`config.mk`:
```
export PLATFORM = sky130hd
export DESIGN_NAME = adc_scan_sched
export DESIGN_NICKNAME = d
export VERILOG_FILES = /design/src/rtl/adc_pkg.sv /design/src/rtl/adc_tick_gen.sv /design/src/rtl/adc_scan_sched.sv
export SDC_FILE = /design/constraint.sdc
export NUM_CORES = 1
export LEC_CHECK = 0
export CORE_UTILIZATION = 47
export CTS_BUF_LIST = sky130_fd_sc_hd__clkbuf_16
export CTS_CLUSTER_DIAMETER = 60
export DETAILED_ROUTE_END_ITERATION = 8
export PLACE_DENSITY = 0.76
export SLEW_MARGIN = 30
export SYNTH_ARGS = -nofsm -noshare
export SYNTH_HDL_FRONTEND = slang
export SYNTH_SLANG_ARGS = --single-unit
```
`constraint.sdc`:
```
create_clock -name CLK50 -period 2.25 [get_ports CLK50]
set_input_delay 0.45 -clock CLK50 [delete_from_list [all_inputs] [get_ports CLK50]]
set_output_delay 0.45 -clock CLK50 [all_outputs]
set_load 0.02 [all_outputs]
```
`src/rtl/adc_pkg.sv`:
```
// Shared constants, scan FSM state type and mask search helper
// for the MCP3008 scan sequencer.
package adc_pkg;

    localparam int N        = 10;
    localparam int CHANNELS = 8;
    localparam int CHAN_W   = 3;
    localparam int MAX_CH   = 8;

    typedef enum logic [1:0] {
        IDLE,
        ISSUE,
        WAIT_RSP,
        STORE
    } scan_state_t;

    typedef struct packed {
        logic              found;
        logic [CHAN_W-1:0] idx;
    } bit_sel_t;

    // Lowest set bit of mask at or above index 'from'.
    function automatic bit_sel_t next_set_bit(
        input logic [MAX_CH-1:0] mask,
        input int                from
    );
        bit_sel_t r;
        r.found = 1'b0;
        r.idx   = '0;
        for (int i = MAX_CH - 1; i >= 0; i--) begin
            if (i >= from && mask[i]) begin
                r.found = 1'b1;
                r.idx   = CHAN_W'(i);
            end
        end
        return r;
    endfunction

endpackage

```
`src/rtl/adc_tick_gen.sv`:
```
// Free-running sample-period counter; tick pulses on the cycle the
// counter wraps, so a period of 0 ticks every cycle.
module adc_tick_gen #(
    parameter int DIV_W = 16
) (
    input  logic             CLK50,
    input  logic             reset,
    input  logic [DIV_W-1:0] sample_period,
    output logic             tick
);

    logic [DIV_W-1:0] cnt_q;
    logic [DIV_W-1:0] cnt_d;

    assign tick  = (cnt_q >= sample_period);
    assign cnt_d = tick ? '0 : cnt_q + DIV_W'(1);

    always_ff @(posedge CLK50 or posedge reset) begin
        if (reset) cnt_q <= '0;
        else       cnt_q <= cnt_d;
    end

endmodule

```
`src/rtl/adc_scan_sched.sv`:
```
// Scans enabled ADC channels on each sample tick and streams tagged samples.
// ADC_SCAN_AVG_EN: average 4 back-to-back conversions per channel.
module adc_scan_sched #(
    parameter int N        = adc_pkg::N,
    parameter int CHANNELS = adc_pkg::CHANNELS,
    parameter int CHAN_W   = adc_pkg::CHAN_W,
    parameter int DIV_W    = 16,
    parameter int TIMEOUT  = 4096
) (
    input  logic                CLK50,
    input  logic                reset,
    input  logic                enable,
    input  logic [CHANNELS-1:0] chan_mask,
    input  logic [DIV_W-1:0]    sample_period,
    output logic                req_valid,
    output logic [CHAN_W-1:0]   req_chan,
    input  logic                req_ready,
    input  logic                rsp_valid,
    input  logic [N-1:0]        rsp_data,
    output logic                sample_valid,
    output logic [CHAN_W-1:0]   sample_chan,
    output logic [N-1:0]        sample_data,
    output logic                frame_done,
    output logic                overrun,
    output logic                timeout_err
);

    import adc_pkg::*;

    localparam int TO_W = $clog2(TIMEOUT) + 1;

    scan_state_t         state_q, state_d;
    logic                tick;
    logic [CHANNELS-1:0] mask_q, mask_d;
    logic [CHAN_W-1:0]   chan_q, chan_d;
    logic [N-1:0]        data_q, data_d;
    logic [TO_W-1:0]     to_q, to_d;
    logic                ovr_q, ovr_d;
    logic                tmo_q, tmo_d;
    bit_sel_t            first_sel;
    bit_sel_t            next_sel;
    logic                start;
    logic                accept;
    logic                expired;
    logic                last_conv;
`ifdef ADC_SCAN_AVG_EN
    logic [1:0]          rep_q, rep_d;
    logic [N+1:0]        acc_q, acc_d;
    logic [N+1:0]        acc_sum;
`endif

    adc_tick_gen #(
        .DIV_W(DIV_W)
    ) u_tick (
        .CLK50        (CLK50),
        .reset        (reset),
        .sample_period(sample_period),
        .tick         (tick)
    );

    assign first_sel = next_set_bit(MAX_CH'(chan_mask), 0);
    assign next_sel  = next_set_bit(MAX_CH'(mask_q), int'(chan_q) + 1);

    assign start   = (state_q == IDLE) && tick && enable && (|chan_mask);
    assign accept  = (state_q == ISSUE) && req_ready;
    assign expired = (state_q == WAIT_RSP) && !rsp_valid
                     && (to_q == TO_W'(TIMEOUT - 1));

`ifdef ADC_SCAN_AVG_EN
    assign acc_sum   = acc_q + (N+2)'(rsp_data);
    assign last_conv = (rep_q == 2'd3);
`else
    assign last_conv = 1'b1;
`endif

    always_ff @(posedge CLK50 or posedge reset) begin
        if (reset) state_q <= IDLE;
        else       state_q <= state_d;
    end

    always_comb begin
        state_d = state_q;
        unique case (state_q)
            IDLE: begin
                if (start) state_d = ISSUE;
            end
            ISSUE: begin
                if (req_ready) state_d = WAIT_RSP;
            end
            WAIT_RSP: begin
                if (rsp_valid)    state_d = last_conv ? STORE : ISSUE;
                else if (expired) state_d = IDLE;
            end
            STORE: begin
                state_d = next_sel.found ? ISSUE : IDLE;
            end
            default: state_d = IDLE;
        endcase
    end

    always_comb begin
        req_valid    = (state_q == ISSUE);
        req_chan     = chan_q;
        sample_valid = (state_q == STORE);
        sample_chan  = chan_q;
        sample_data  = data_q;
        frame_done   = (state_q == STORE) && !next_sel.found;
        overrun      = ovr_q;
        timeout_err  = tmo_q;
    end

    always_comb begin
        mask_d = mask_q;
        chan_d = chan_q;
        data_d = data_q;
        to_d   = to_q;
        ovr_d  = ovr_q | (tick && (state_q != IDLE));
        tmo_d  = tmo_q | expired;
`ifdef ADC_SCAN_AVG_EN
        rep_d  = rep_q;
        acc_d  = acc_q;
`endif
        if (start) begin
            mask_d = chan_mask;
            chan_d = first_sel.idx;
        end
        if (state_q == STORE && next_sel.found) begin
            chan_d = next_sel.idx;
        end
        if (accept) begin
            to_d = '0;
        end else if (state_q == WAIT_RSP) begin
            to_d = to_q + TO_W'(1);
        end
`ifdef ADC_SCAN_AVG_EN
        // Accumulator restarts whenever a new channel is selected.
        if (start || (state_q == STORE && next_sel.found)) begin
            rep_d = '0;
            acc_d = '0;
        end
        if (state_q == WAIT_RSP && rsp_valid) begin
            rep_d = rep_q + 2'd1;
            acc_d = acc_sum;
            if (last_conv) data_d = acc_sum[N+1:2];
        end
`else
        if (state_q == WAIT_RSP && rsp_valid) begin
            data_d = rsp_data;
        end
`endif
    end

    always_ff @(posedge CLK50 or posedge reset) begin
        if (reset) begin
            mask_q <= '0;
            chan_q <= '0;
            data_q <= '0;
            to_q   <= '0;
            ovr_q  <= 1'b0;
            tmo_q  <= 1'b0;
`ifdef ADC_SCAN_AVG_EN
            rep_q  <= '0;
            acc_q  <= '0;
`endif
        end else begin
            mask_q <= mask_d;
            chan_q <= chan_d;
            data_q <= data_d;
            to_q   <= to_d;
            ovr_q  <= ovr_d;
            tmo_q  <= tmo_d;
`ifdef ADC_SCAN_AVG_EN
            rep_q  <= rep_d;
            acc_q  <= acc_d;
`endif
        end
    end

endmodule

```
After elaboration in Yosys (flattened, before gate mapping)
Cells that the tools add are included.
- bits in writable memories: 0
- memory bits (read-only): 0
- memories: 0
- bits in registers: 54
- bits of input ports: 39
- bits in latches: 0
- mux-type cells: 27
- div/mod/pow operators: 0
- $add $sub $neg: 3
- bitwise operators: 2
- reductions and logical operators: 26
- multiply operators: 0
- order comparisons: 9
- equality and inequality tests: 7
- shifts and indexed selects: 0
- operators by type and width (kind ; number):
    2-to-1 mux 4 bit ; 8
    2-to-1 mux 3 bit ; 10
    2-to-1 mux 13 bit ; 2
    logical AND 1 bit ; 18
    adder 16 x 1 -> 16 bit (second input constant) ; 1
    >= comparator 16 bit ; 1
    >= comparator 3 x 4 -> 1 bit (first input constant) ; 4
    2-to-1 mux 16 bit ; 1
    adder 13 x 1 -> 13 bit (second input constant) ; 1
    == test 13 x 12 -> 1 bit (second input constant) ; 1
    >= comparator 1 x 4 -> 1 bit (first input constant) ; 2
    >= comparator 2 x 4 -> 1 bit (first input constant) ; 2
    2-to-1 mux 2 bit ; 4
    one-hot mux 2 bit (4 select lines) ; 1
    OR reduction 8 bit ; 1
    nonzero test 2 bit ; 3
    adder 3 x 1 -> 4 bit (second input constant) ; 1
    == test 2 bit (second input constant) ; 2
    != test 3 bit (second input constant) ; 1
    AND reduction 3 bit ; 1
    == test 2 x 1 -> 1 bit (second input constant) ; 1
    zero test 1 bit ; 2
    zero test 2 bit ; 1
    != test 2 x 1 -> 1 bit (second input constant) ; 1
    other kinds (3) ; 4

Depth between registers and ports, before layout
- depth in word-level cells: 13
- depth in mapped cells: 9

Cells and area by module
A second synthesis with hierarchy kept.
- cells, all modules: 314
- area, all modules: 3204.3 um^2
- modules (own cells, without submodules) (module ; instances ; cells an instance ; area an instance (um^2)):
    adc_scan_sched ; 1 ; 183 ; 1940.6
    adc_tick_gen ; 1 ; 131 ; 1263.7

Least setup slack after synthesis
Ideal clock, no wire load.
- path kind: reg2out
- start: register chan_q[0], in the netlist req_chan[0]
- end: output frame_done
- path buffers: 0
- arrival time: 1.998 ns
- cell stages (with the launch flop): 7
- setup slack: -0.198 ns
- cell sequence: dfrtp_1 ha_1 xnor2_1 or3_1 a211oi_2 nand2b_2 nor2_1
- cells in the longest elaborated chain, start to end: 13
- elaborated cells on any way between the ends: 27
- those cells by class: add/sub: 1; order compare: 8; mux: 8; reduce/logical: 10
- RTL lines (element ; line ; source):
    start, declared ; adc_scan_sched.sv:35 ; logic [CHAN_W-1:0] chan_q, chan_d;
    start signal, assigned ; adc_scan_sched.sv:167 ; chan_q <= chan_d;
    adder 3 x 1 -> 4 bit * ; adc_scan_sched.sv:62 ; assign next_sel = next_set_bit(MAX_CH'(mask_q), int'(chan_q) + 1);
    >= comparator 3 x 4 -> 1 bit ; adc_pkg.sv:31 ; if (i >= from && mask[i]) begin
    logical AND 1 bit ; adc_pkg.sv:31 ;
    2-to-1 mux 4 bit (7 in series) ; adc_pkg.sv:31 ;
    2-to-1 mux 4 bit * ; adc_pkg.sv:31 ;
    zero test 1 bit * ; adc_scan_sched.sv:107 ; frame_done = (state_q == STORE) && !next_sel.found;
    logical AND 1 bit * ; adc_scan_sched.sv:107 ;
    end, declared ; adc_scan_sched.sv:23 ; output logic frame_done,
Mark *: on every way between the ends. The rest lies on a longest branch, timed or not.

Worst setup path after layout
- start: register chan_q[1], in the netlist req_chan[1]
- end: output frame_done
The elaborated chain is that of the path after synthesis.

==> results.toml <==
[clocking]
hold_buffers = 0
cts-root-buf = "clkbuf_16"
cts_tree = "built"
clk_path_buf_depth = 2
cts_sinks = 54
ctsHtreeMaxLevel = 2
clk-insertion-delay-late_ns = 0.29
path_clk_slew_ns = 0.07
numCtsBuffers = 5

[critical_path]
cp-start-kind = "flop"
cp-end-kind = "output port"
crit_slowest_cell = "dfrtp_2"
crit_fanout = 5
path_buf_inv = 2
required_ns = 1.80
crit_family = "simple AND/OR/NAND/NOR gates"
crit_arrival_ns = 2.03
cp_cell_sequence = "inv_2 -> ha_2 -> nand2b_4 -> or3_4 -> a211oi_4 -> nand2b_4 -> nor2_4 -> buf_6"
r2r_end = "state_q[0]$_DFFE_PP0P_"
cp.depth = 8
cp_common_cell = "nand2b_4"
cp_slowest_stage_delay_ns = 0.43
ff2ff_path_depth = 10
path_class = "reg2out"
timing.rr.start = "u_tick.cnt_q[0]$_DFF_PP0_"
reg2reg_slack_ns = 0.05

[outcome]
outcome = "complete, but fails checks"
failed_checks = "negative setup slack"

[detailed_routing]
wl_per_cell_um = 16.0
detail-route-antenna-nets = 0
via_per_inst = 5.59
drc = 0
drtPass1Iterations = 4
drtIter0Drc = 118
routed_wl_mm = 8.09
vias = 2833

[sta]
slew_headroom_pct = 71.6
period_needed_ns = 2.48
fmax_ghz = 0.403
setup_ws_ns = -0.230
finClkSkew_ns = 0.00312
tightest_slew_ns = 0.425
finalCritPeriodShare_pct = 110
hold_violations = 0
finalSetupTns_ns = -0.230
rsz0062_at_grt = "yes"
setup_viol = 1
finalMaxSlewViolations = 0

[logic_synthesis]
synth_cell_types = 46
seq_area_frac_synth_pct = 44.0
synth-main-ff-cell = "dfrtp_1"
synth-edff-count = 0
yosys_warnings = 0
syn_avg_cell_area_um2 = 9.63
syn_inst = 319
async_reset_ff_share_pct = 100
synth_seq_cells = 54
syn_nets = 379
netlist_area_um2 = 3070

[floorplanning]
row_count = 29
die_y_um = 82.8
fp.dieW_um = 82.8
start_util_pct = 48.7
fp.dieArea_um2 = 6860
io_pins = 60
coreArea_um2 = 6310

[global_route]
grt.total_usage_pct = 23.4
antenna_found_initial = 0
grt_pass1_wl_mm = 13.1
grt_pass1_vias = 2919
gr-total-overflow = 0
grt_max_degree = 21

[layout]
layout.nets = 489
fin_area_um2 = 4580
syn_to_final_growth_pct = 49.2
drive_gt1_share_pct = 30.5
diodes = 0
fillers = 429

[placement]
io_buffers = 59
dpl-instance-area_um2 = 4090
dp_hpwl_mm = 5.61
gp_congestion = 0.911

[job]
drv_cap = 0

[power_and_ir_drop]
leakagePower_nw = 2.05
max-vdd-ir-drop_mv = 0.991
total_power_mw = 5.15
power_density_nw_per_um2 = 1120

[worst_hold_path]
min-delay-path-class = "in2async"
[cell families (layout without fill, tap and decap cells)]
family	after synthesis	after routing	synth area share [%]
flops	54	54	44.0
buf+inv	31	142	4.32
simple gates	110	110	17.6
compound gates	67	67	13.7
xor+xnor	16	16	4.56
mux	20	20	7.25
fa+ha+maj	21	21	8.55
[per-stage QoR]
stage	utilization (%)	setup WS (ns)	hold WS (ns)	instances
finish	72.6	-0.230	0.471	507
global route	72.6	-0.290	0.496	507
CTS	70.4	-0.236	0.480	506
detailed placement	64.8	-0.484	0.465	495
global placement	64.8	-0.420	0.455	495
floorplan	-	0.0430	0.446	319
[power breakdown]
group / internal, mW / switching, mW
clock network: 0.403 / 0.336
logic: 1.45 / 1.33
registers: 1.30 / 0.327
[flip-flops by register name, indices dropped and copies added (netlist names)]
register / flops
mask_q: 8
timeout_err: 1
u_tick.cnt_q: 16
sample_data: 10
to_q: 13
overrun: 1
req_chan: 3
state_q: 2
[timing repair]
| action | 4_1_cts | 5_1_grt |
|---|---|---|
| resized for setup | 56 | 25 |
| gates cloned | 1 | 0 |
| setup endpoints to repair | 14 | 28 |
| setup buffers | 2 | 2 |
| pin swaps | 20 | 14 |
[layout make-up]
| cell class | count | area, µm² | area share (%) |
|---|---|---|---|
| inverter | 24 | 90.1 | 1.97 |
| multi-input combinational | 234 | 1910 | 41.6 |
| clock inverter | 3 | 12.5 | 0.273 |
| tap | 77 | 96.3 | 2.10 |
| sequential | 54 | 1360 | 29.6 |
| timing repair buffer | 110 | 993 | 21.7 |
| clock buffer | 5 | 125 | 2.73 |
[cell usage in the layout (no fill, tap or decap), types with 14 or more instances in the layout]
master	count
a21oi_1	16
buf_4	47
clkdlybuf4s50_1	48
dfrtp_1	50
inv_1	16
mux2_2	14
nand2_1	20
nand3_1	19
nor2_1	25
o21ai_0	21
[metal layers]
layer,part of all wire [%],up-vias,track usage [%]
li1,-,1347,-
met5,0,-,0
met2,49,89,39.3
met4,2.3,0,7.84
met3,5.0,20,4.08
met1,44,1377,30.6
[cell usage after synthesis, types with 4 or more instances]
| cell type | number | share of area, % |
|---|---|---|
| a22oi_1 | 4 | 0.98 |
| ha_1 | 21 | 8.6 |
| nand2b_1 | 4 | 0.81 |
| xor2_1 | 9 | 2.6 |
| nand2_1 | 24 | 2.9 |
| nor2_1 | 27 | 3.3 |
| and3_1 | 6 | 1.2 |
| buf_4 | 4 | 0.98 |
| nor2b_1 | 5 | 1.0 |
| nor3_1 | 7 | 1.1 |
| nand4_1 | 5 | 1.0 |
| mux2_2 | 18 | 6.6 |
| nand3_1 | 20 | 3.3 |
| dfrtp_1 | 54 | 44 |
| o21ai_0 | 24 | 3.9 |
| inv_1 | 24 | 2.9 |
| a21oi_1 | 17 | 2.8 |
| xnor2_1 | 7 | 2.0 |
[worst reg2reg max path, delay by kind of cell, from the launching register on]
| family | cells | cell delay (ns) |
|---|---|---|
| flops | 1 | 0.38 |
| fa+ha+maj | 1 | 0.28 |
| compound gates | 4 | 0.79 |
| simple gates | 2 | 0.31 |
| buf+inv | 3 | 0.33 |
[worst max path at each step]
| stage | from | endpoint | slack, ns |
|---|---|---|---|
| final | req_chan[1]$_DFFE_PP0P_ | frame_done | -0.23 |
| after floorplan | req_chan[0]$_DFFE_PP0P_ | frame_done | 0.04 |
| after detailed placement | sample_period[15] | mask_q[1]$_DFFE_PP0P_ | -0.48 |
| after CTS | req_chan[1]$_DFFE_PP0P_ | frame_done | -0.24 |
| after global placement | sample_period[15] | mask_q[0]$_DFFE_PP0P_ | -0.42 |
| after global routing | req_chan[1]$_DFFE_PP0P_ | frame_done | -0.29 |
Note: power is estimated with default switching activity, not from simulation.
